$ cat src/rtl/counter_pkg.sv
// Shared constants and helpers for the prescaled wrap-around counter.
package counter_pkg;

  localparam int CNT_W       = 4;
  localparam int DIV_DEFAULT = 1;
  localparam int MAX_DEFAULT = 15;

  // Prescaler register width: ceil(log2(div)), never below one bit.
  function automatic int presc_width(input int div);
    int w;
    w = $clog2(div);
    if (w < 1) w = 1;
    return w;
  endfunction

endpackage

$ cat src/rtl/top_counter_tick_gen.sv
// Prescaler: counts 0..DIV-1 and flags a tick while it sits at DIV-1.
module tick_gen
  import counter_pkg::*;
#(
  parameter int DIV = DIV_DEFAULT
) (
  input  logic clk,
  input  logic rst,
  output logic tick
);

  localparam int PW = presc_width(DIV);

  logic [PW-1:0] pre;

  // Decoded from the register only, so tick is high for exactly the edge that rolls pre over.
  assign tick = (pre == PW'(DIV - 1));

  always_ff @(posedge clk) begin
    if (rst) begin
      pre <= '0;
    end else if (tick) begin
      pre <= '0;
    end else begin
      pre <= pre + PW'(1);
    end
  end

endmodule

$ cat src/rtl/top_counter.sv
// Counter that steps once per prescaler tick and wraps from MAX back to 0.
module top_counter
  import counter_pkg::*;
#(
  parameter int DIV = DIV_DEFAULT,
  parameter int MAX = MAX_DEFAULT
) (
  input  logic       clk,
  input  logic       rst,
  output logic [3:0] po_cnt
);

  if (DIV < 1 || DIV > 65536 || MAX < 1 || MAX > 15) begin : g_bad_param
    $fatal(1, "top_counter: illegal parameters DIV=%0d MAX=%0d", DIV, MAX);
  end

  logic tick;

  tick_gen #(
    .DIV (DIV)
  ) u_tick_gen (
    .clk  (clk),
    .rst  (rst),
    .tick (tick)
  );

  // Reset wins over a tick landing on the same edge.
  always_ff @(posedge clk) begin
    if (rst) begin
      po_cnt <= '0;
    end else if (tick) begin
      if (po_cnt == CNT_W'(MAX)) begin
        po_cnt <= '0;
      end else begin
        po_cnt <= po_cnt + CNT_W'(1);
      end
    end
  end

endmodule

$ cat config.mk
export PLATFORM = sky130hd
export DESIGN_NAME = top_counter
export DESIGN_NICKNAME = d
export VERILOG_FILES = /design/src/rtl/counter_pkg.sv /design/src/rtl/top_counter_tick_gen.sv /design/src/rtl/top_counter.sv
export SDC_FILE = /design/constraint.sdc
export NUM_CORES = 1
export LEC_CHECK = 0
export ABC_AREA = 1
export CAP_MARGIN = 25
export CORE_AREA = 2 2 39 41
export CTS_CLUSTER_SIZE = 8
export DETAILED_ROUTE_END_ITERATION = 10
export DIE_AREA = 0 0 41 43
export GPL_ROUTABILITY_DRIVEN = 0
export PLACE_DENSITY = 0.35
export REMOVE_ABC_BUFFERS = 1
export SYNTH_ARGS = -nofsm -noshare
export SYNTH_HDL_FRONTEND = slang
export SYNTH_SLANG_ARGS = --single-unit
$ cat constraint.sdc
create_clock -name clk -period 0.8 [get_ports clk]
set_input_delay 0.16 -clock clk [delete_from_list [all_inputs] [get_ports clk]]
set_output_delay 0.16 -clock clk [all_outputs]
set_load 0.005 [all_outputs]
## Word level (Yosys, flattened, before mapping)

Index checks and enable logic that the tools add are counted.

| cells by class | value |
|---|---|
| add/sub/neg operators | 2 |
| equal/unequal tests | 1 |
| muxes and demuxes | 1 |
| bitwise gates (word level) | 1 |
| reductions and logical operators | 1 |

Operators with widths:

| operator | count |
|---|---|
| $add 4x1->4 const B | 1 |
| $eq 4x4->1 const B | 1 |
| $mux 4 | 1 |
| $reduce_or 2->1 | 1 |
| $add 1x1->1 const B | 1 |
| $not 1->1 | 1 |

| storage, ports and cells | value |
|---|---|
| bits in registers | 5 |
| bits of input ports | 2 |
| logic and storage cells | 8 |

## Logic depth before layout (Yosys ltp)

Gate-level depths: netlist of run 1.

| depth | value |
|---|---|
| word-level depth | 2 |
| mapped depth | 6 |

## Hierarchy

Synthesis of run 1 repeated with hierarchy kept, for this count alone.

| unflattened totals | value |
|---|---|
| cells, all modules | 32 |
| area total of the unflattened synthesis | 222.7 um^2 |

By module, submodules not included:

| module | times used | cells each | area an instance (um^2) | seq. area each (um^2) |
|---|---|---|---|---|
| top_counter | 1 | 29 | 195.2 | 80.1 |
| tick_gen | 1 | 3 | 27.5 | 20.0 |

## Worst setup path before layout of run 1

OpenSTA, ideal clock, no wires.

| timing path | value |
|---|---|
| kind | reg-to-reg |
| start point | register po_cnt[1] |
| end point | register po_cnt[3] |
| arrival time | 0.818 ns |
| required time | 0.690 ns |
| slack | -0.128 ns |
| cell stages (with the launch flop) | 7 |
| period minus slack after synthesis | 0.928 ns |
| cell sequence | dfxtp_1 > ha_1 > nand3_2 > nand2_1 > nand2_1 > inv_1 > nor2_2 |

| on the way | value |
|---|---|
| cells in the longest elaborated chain, start to end | 2 |

Ends and longest elaborated chain:

| what | RTL line | source |
|---|---|---|
| from (decl) | top_counter.sv:10 | `output logic [3:0] po_cnt` |
| from (signal assigned) | top_counter.sv:35 | `po_cnt <= po_cnt + CNT_W'(1);` |
| $add 4x1->4 / $eq 4x4->1 (equally long branches) | top_counter.sv:35, top_counter.sv:32 |  |
| $mux 4 * | top_counter.sv:32 | `if (po_cnt == CNT_W'(MAX)) begin` |

Mark *: on every way between the ends. The rest lies on a longest branch, timed or not.
A chain may end at the register's enable or synchronous reset.

## Worst setup path in the final report of run 1

| timing path | value |
|---|---|
| start point | register po_cnt[1] |
| end point | output po_cnt[1] |

No word-level cell between the ends.

==> impl_metrics.csv, run 1 <==
group,metric,value,unit
timing,period_share,1.097,
final_layout,nNetsFinal,47,
drt,drt_iter0_drc,3,
die,num_rows,14,
power_and_ir_drop,powerDensity,1862,nW/um^2
synth,ys_warn_count,0,
setup_path,path_buf_inv,1,
final_layout,instances_no_fill,59,
placed_design,placed_area,315.3,sq um
global_route,grt_pass1_vias,209,
setup_path,cp.arrival,0.72,ns
clock_network,clk_pin_slew,0.05,ns
timing,fmax,1140,MHz
global_route,grt_max_degree,5,
global_route,antenna_found_initial,0,
drt,viasPerCell,3.695,
setup_path,critical_path.max_stage_delay,0.35,ns
placed_design,place_inst,55,
worst_hold_path,hp-class,"reg -> reg",
drt,drc_errors,0,
setup_path,start_kind,"flop",
die,fp.coreArea,1384,sq um
drt,routedWlPerCell,7.898,um
timing,maxSlewViolCount,0,
setup_path,slowest_stage,"dfxtp_2",
timing,rsz0062_at_grt,"yes",
power_and_ir_drop,leakage,0.1676,nW
drt,firstDrtPassIters,4,
drt,num_vias,218,
synth,synth_cell_types,12,
final_layout,stdcell_area,351.6,sq um
drt,wl,466,um
job,maxCapViolations,0,
setup_path,path_cells,"buf_2",
clock_network,holdBufCountCts,0,
setup_path,worstPathRequired,0.64,ns
synth,synth_seq_cells,5,
timing,final.setup_skew,0.001984,ns
clock_network,post_cts_buffers,0,
timing,fin_setup_tns,-0.3334,ns
timing,fin_ws,-0.07749,ns
synth,seq_area_frac_synth,0.4494,
setup_path,endpoint_kind,"primary output",
clock_network,cts_sinks,5,
clock_network,cts_buffer_depth,2,
timing,setup_viol,8,
clock_network,cts_root_buffer,"clkbuf_4",
final_layout,fin_util,0.2541,
die,die_h,43,um
die,die_w,41,um
clock_network,cts.htree.levels,1,
synth,netlist_instances,31,
setup_path,cp_top_family,"flip-flops",
final_layout,layout-drive-gt1-share,0.4651,
run_status,status,"finished with violations",
die,io-pin-count,6,
global_route,grt.total_usage,0.07523,
clock_network,numCtsBuffers,3,
placed_design,portBuffers,5,
global_route,grt_first_pass_wirelength,793,um
final_layout,syn_to_final_growth,57.86,%
setup_path,path_max_fanout,3,
timing,final.min_clock_period,0.8775,ns
clock_network,tritoncts,"done",
setup_path,path_class,"reg -> out",
die,die-area,1763,sq um
drt,drtAntennaViolNets,0,
synth,synthesis.area,222.7,sq um
synth,avgSynthCellArea,7.184,sq um
power_and_ir_drop,vdd_drop_max,0.5362,mV
final_layout,n_antenna_cell,0,
timing,hold_viol,0,
die,start_util,0.1609,
run_status,violations,"setup timing",
global_route,overflow,0,
clock_network,clock_latency,0.24,ns
state kept, by name (all words and copies together), names as in the netlist:
signal          count
u_tick_gen.pre      1
po_cnt              4
final timing paths:
kind	startpoint	to	slack (ns)	cells past startpoint
min reg2reg	u_tick_gen.pre$_SDFF_PP0_	po_cnt[1]$_SDFFE_PP0N_	0.55	2
max reg2reg	po_cnt[1]$_SDFFE_PP0N_	po_cnt[3]$_SDFFE_PP0N_	-0.06	6
max	po_cnt[1]$_SDFFE_PP0N_	po_cnt[1]	-0.08	1
min	u_tick_gen.pre$_SDFF_PP0_	po_cnt[1]$_SDFFE_PP0N_	0.55	2
kinds of logic after synthesis:
kind of cell    after synthesis  synth area share
other cells                   1           0.01684
fa+ha+maj                     1           0.05617
compound gates                4           0.08989
flops                         5            0.4495
simple gates                 15            0.3034
buf+inv                       5           0.08428
per-stage QoR:
stage / hold WS (ns) / power [W] / worst slack, ns
final: 0.5475 / 0.0006546 / -0.07749
after global routing: 0.5826 / 0.0006931 / -0.1214
after CTS: 0.5490 / 0.0006712 / -0.08974
after detailed placement: 0.5218 / 0.0003480 / -0.2188
after global placement: 0.5074 / 0.0003463 / -0.2075
after floorplan: 0.3330 / 0.0003073 / -0.1284
routing by layer:
layer	share of wire	GRT usage	vias to the layer above	wire, um
met5	0	0	-	0
met4	0.041	0.1000	0	19
met3	0.075	0.03141	4	35
met2	0.45	0.09063	7	210
met1	0.43	0.08013	90	200
li1	-	-	117	-
final cells by class:
class,count,area (sq um)
Fill cell,159,1032
Multi-Input combinational cell,21,120.1
Sequential cell,5,107.6
Timing Repair Buffer,8,58.81
Clock buffer,4,26.28
Tap cell,16,20.02
Inverter,5,18.77
cells in the final DEF (no fill, tap or decap), drive strengths merged:
cell type / instances
nor2: 5
nand3: 3
inv: 5
conb: 1
clkdlybuf4s50: 1
clkbuf: 4
buf: 7
nand2: 7
ha: 1
a21oi: 2
dfxtp: 5
o21ai: 2
power by group:
| group | switching (W) | total (W) | internal, W |
|---|---|---|---|
| clock | 0.000115 | 0.000305 | 0.000189 |
| sequential | 0.0000141 | 0.000277 | 0.000263 |
| combinational | 0.0000328 | 0.0000725 | 0.0000398 |
Yosys cell counts:
| library cell | instances | area (sq um) |
|---|---|---|
| o21ai_0 | 2 | 10.01 |
| inv_1 | 3 | 11.26 |
| inv_2 | 2 | 7.510 |
| conb_1 | 1 | 3.750 |
| nor2_1 | 4 | 15.01 |
| dfxtp_1 | 5 | 100.1 |
| a21oi_1 | 2 | 10.01 |
| nor2_2 | 1 | 6.260 |
| nand3_2 | 1 | 10.01 |
| nand2_1 | 7 | 26.28 |
| nand3_1 | 2 | 10.01 |
| ha_1 | 1 | 12.51 |
what timing repair did:
| item | 4_1_cts | 5_1_grt |
|---|---|---|
| pin swaps | 0 | 3 |
| setup endpoints to repair | 8 | 8 |
| gates resized for setup | 25 | 1 |
Note: power is estimated with default switching activity, not from simulation.
==> run 2: changes to the inputs <==
--- a/config.mk
+++ b/config.mk
@@ -8,12 +8,13 @@
 export ABC_AREA = 1
 export CAP_MARGIN = 25
 export CORE_AREA = 2 2 39 41
-export CTS_CLUSTER_SIZE = 8
+export CTS_CLUSTER_SIZE = 40
 export DETAILED_ROUTE_END_ITERATION = 10
 export DIE_AREA = 0 0 41 43
 export GPL_ROUTABILITY_DRIVEN = 0
 export PLACE_DENSITY = 0.35
 export REMOVE_ABC_BUFFERS = 1
+export SLEW_MARGIN = 0
 export SYNTH_ARGS = -nofsm -noshare
 export SYNTH_HDL_FRONTEND = slang
 export SYNTH_SLANG_ARGS = --single-unit
==> results of run 2 <==
Same layout as run 1: the final DEF is identical, and so are final timing and power.
==> patch (config.mk and constraints of run 2) <==
Reset style: asynchronous (`rst`), changed in 2 clocked blocks.
--- a/src/rtl/top_counter_tick_gen.sv
+++ b/src/rtl/top_counter_tick_gen.sv
@@ -17,5 +17,5 @@
   assign tick = (pre == PW'(DIV - 1));
 
-  always_ff @(posedge clk) begin
+  always_ff @(posedge clk or posedge rst) begin
     if (rst) begin
       pre <= '0;
--- a/src/rtl/top_counter.sv
+++ b/src/rtl/top_counter.sv
@@ -26,5 +26,5 @@
 
   // Reset wins over a tick landing on the same edge.
-  always_ff @(posedge clk) begin
+  always_ff @(posedge clk or posedge rst) begin
     if (rst) begin
       po_cnt <= '0;
Behaviour: differs if rst is asserted again (counterexample within 4 cycles, from zero or initial values and one cycle with rst high); with rst held inactive, the same outputs for 10 cycles.
==> patch against run 2 <==
The flow still finishes with violations (setup timing). Largest cell class is now flip-flops and latches. Critical path type is now register to register. Via count shrank 28%. Count of clock-buffer cells in the layout shrank 1. Synthesized area shrank 26%. Cell area shrank 11%. Worst setup slack lost 49 ps. Total power shrank 31%. Sequential cell count shrank 1. Wire length shrank 17%. Final cell count shrank 22%. Die area is the same. Clock skew grew 1.1 ps. Register-to-register slack lost 70 ps.
==> patch: results (changes against run 2) <==
\begin{tabular}{lr}
\hline
Metric & Value \\
\hline
\multicolumn{2}{l}{\textbf{Worst setup path}} \\
Reg2reg start & po\_cnt[1] \\
Slowest stage cell on the critical path & sky130\_fd\_sc\_hd\_\_dfrtp\_1 \\
Highest fanout seen on the critical path & 2 (-1) \\
Register-to-Register Path Depth & 5 (-1) \\
CP Launch Point & po\_cnt[1] \\
\multicolumn{2}{l}{\textbf{Timing}} \\
Number of setup violations in the final report & 8 (unchanged) \\
Worst-case hold slack & 114.2 ps (-433.4 ps) \\
Final clock skew & 3.118 ps (+1.134 ps) \\
Final sum of negative setup slack & -722.1 ps (-388.7 ps) \\
Final Worst Setup Slack & -126.8 ps (-49.26 ps) \\
\multicolumn{2}{l}{\textbf{Routing}} \\
Routed Wire Length & 387 µm (-17\%) \\
Via/cell ratio & 3.413 (-7.6\%) \\
First-pass DRT Iterations & 2 (-2) \\
Starting DRC count in detailed routing & 1 (-2) \\
\multicolumn{2}{l}{\textbf{GRT}} \\
Number of global-route vias before repair & 187 (-11\%) \\
First-pass GRT wire length & 683 µm (-14\%) \\
\multicolumn{2}{l}{\textbf{Yosys}} \\
Synth Area in Compound Gates & 4.580\% (-4.4 points) \\
Distinct cells, synth & 8 (-4) \\
Area contributors post-synth & sky130\_fd\_sc\_hd\_\_dfrtp\_1 61\%, sky130\_fd\_sc\_hd\_\_ha\_1 7.6\%, sky130\_fd\_sc\_hd\_\_inv\_1 6.9\%, sky130\_fd\_sc\_hd\_\_nand3\_1 6.1\%, sky130\_fd\_sc\_hd\_\_xor2\_1 5.3\% \\
Adder-cell share of the synthesized area & 7.634\% (+2.0 points) \\
Fraction of the yosys area taken by sequential cells & 61.07\% (+16 points) \\
Most numerous cell types in the synthesized netlist & 4 x sky130\_fd\_sc\_hd\_\_dfrtp\_1, 3 x sky130\_fd\_sc\_hd\_\_inv\_1, 2 x sky130\_fd\_sc\_hd\_\_nand2\_1, 2 x sky130\_fd\_sc\_hd\_\_nand3\_1 \\
XOR/XNOR Fraction of Synth Area & 5.344\% (+5.3 points) \\
Post-synth ARST share & 100.0\% (+100 points) \\
\multicolumn{2}{l}{\textbf{Place}} \\
Placed instance area & 271.5 µm² (-14\%) \\
Cell count after placement & 41 (-25\%) \\
\multicolumn{2}{l}{\textbf{Power}} \\
Share of power burned in combinational logic & 2.0\% (-9.1 points) \\
Power Total & 0.4505 mW (-31\%) \\
Sw Ratio & 16.74\% (-8.0 points) \\
Leakage power total & 0.1702 nW (+1.6\%) \\
Power Sequential & 0.204 mW (-26\%) \\
Largest vdd supply drop & 0.8038 mV (+50\%) \\
\multicolumn{2}{l}{\textbf{Cells and area}} \\
Regs by FF count & po\_cnt: 4 flops \\
NumNets Final & 35 (-26\%) \\
Post-layout instance count excluding filler cells & 46 (-22\%) \\
Layout cells sized above 1 & 53.33\% (+6.8 points) \\
\multicolumn{2}{l}{\textbf{Outcome}} \\
Violations in the final reports & setup timing \\
Result of the run & finished with violations \\
\hline
\end{tabular}
-- patch: worst paths after layout --
path                                  end
worst max-delay path            po_cnt[0]
worst min-delay path            po_cnt[2]
worst max register to register  po_cnt[0]
worst min register to register  po_cnt[2]
max in group asynchronous       po_cnt[1]
min in group clk                po_cnt[2]
-- patch: layout make-up --
class / instances / area (µm²)
fill: 155 / 1072
sequential: 4 / 100.1
timing repair buffer: 12 / 90.09
inverter: 3 / 11.26
multi-input combinational: 8 / 67.56
tap: 16 / 20.02
clock buffer: 3 / 22.52
-- patch: routing by layer --
metal / routed length [µm] / global-route usage, %
met3: 45 / 5.236
met1: 138 / 5.882
met5: 0 / 0
met4: 0 / 2.000
met2: 203 / 9.063
-- patch: repair_timing --
action | 4_1_cts | 5_1_grt
buffers inserted | 2 | 0
setup endpoints to repair | 8 | 8
gates resized for setup | 21 | 0
hold buffers | 0 | 0
hold endpoints to repair | 0 | 0
pin swaps | 2 | 1
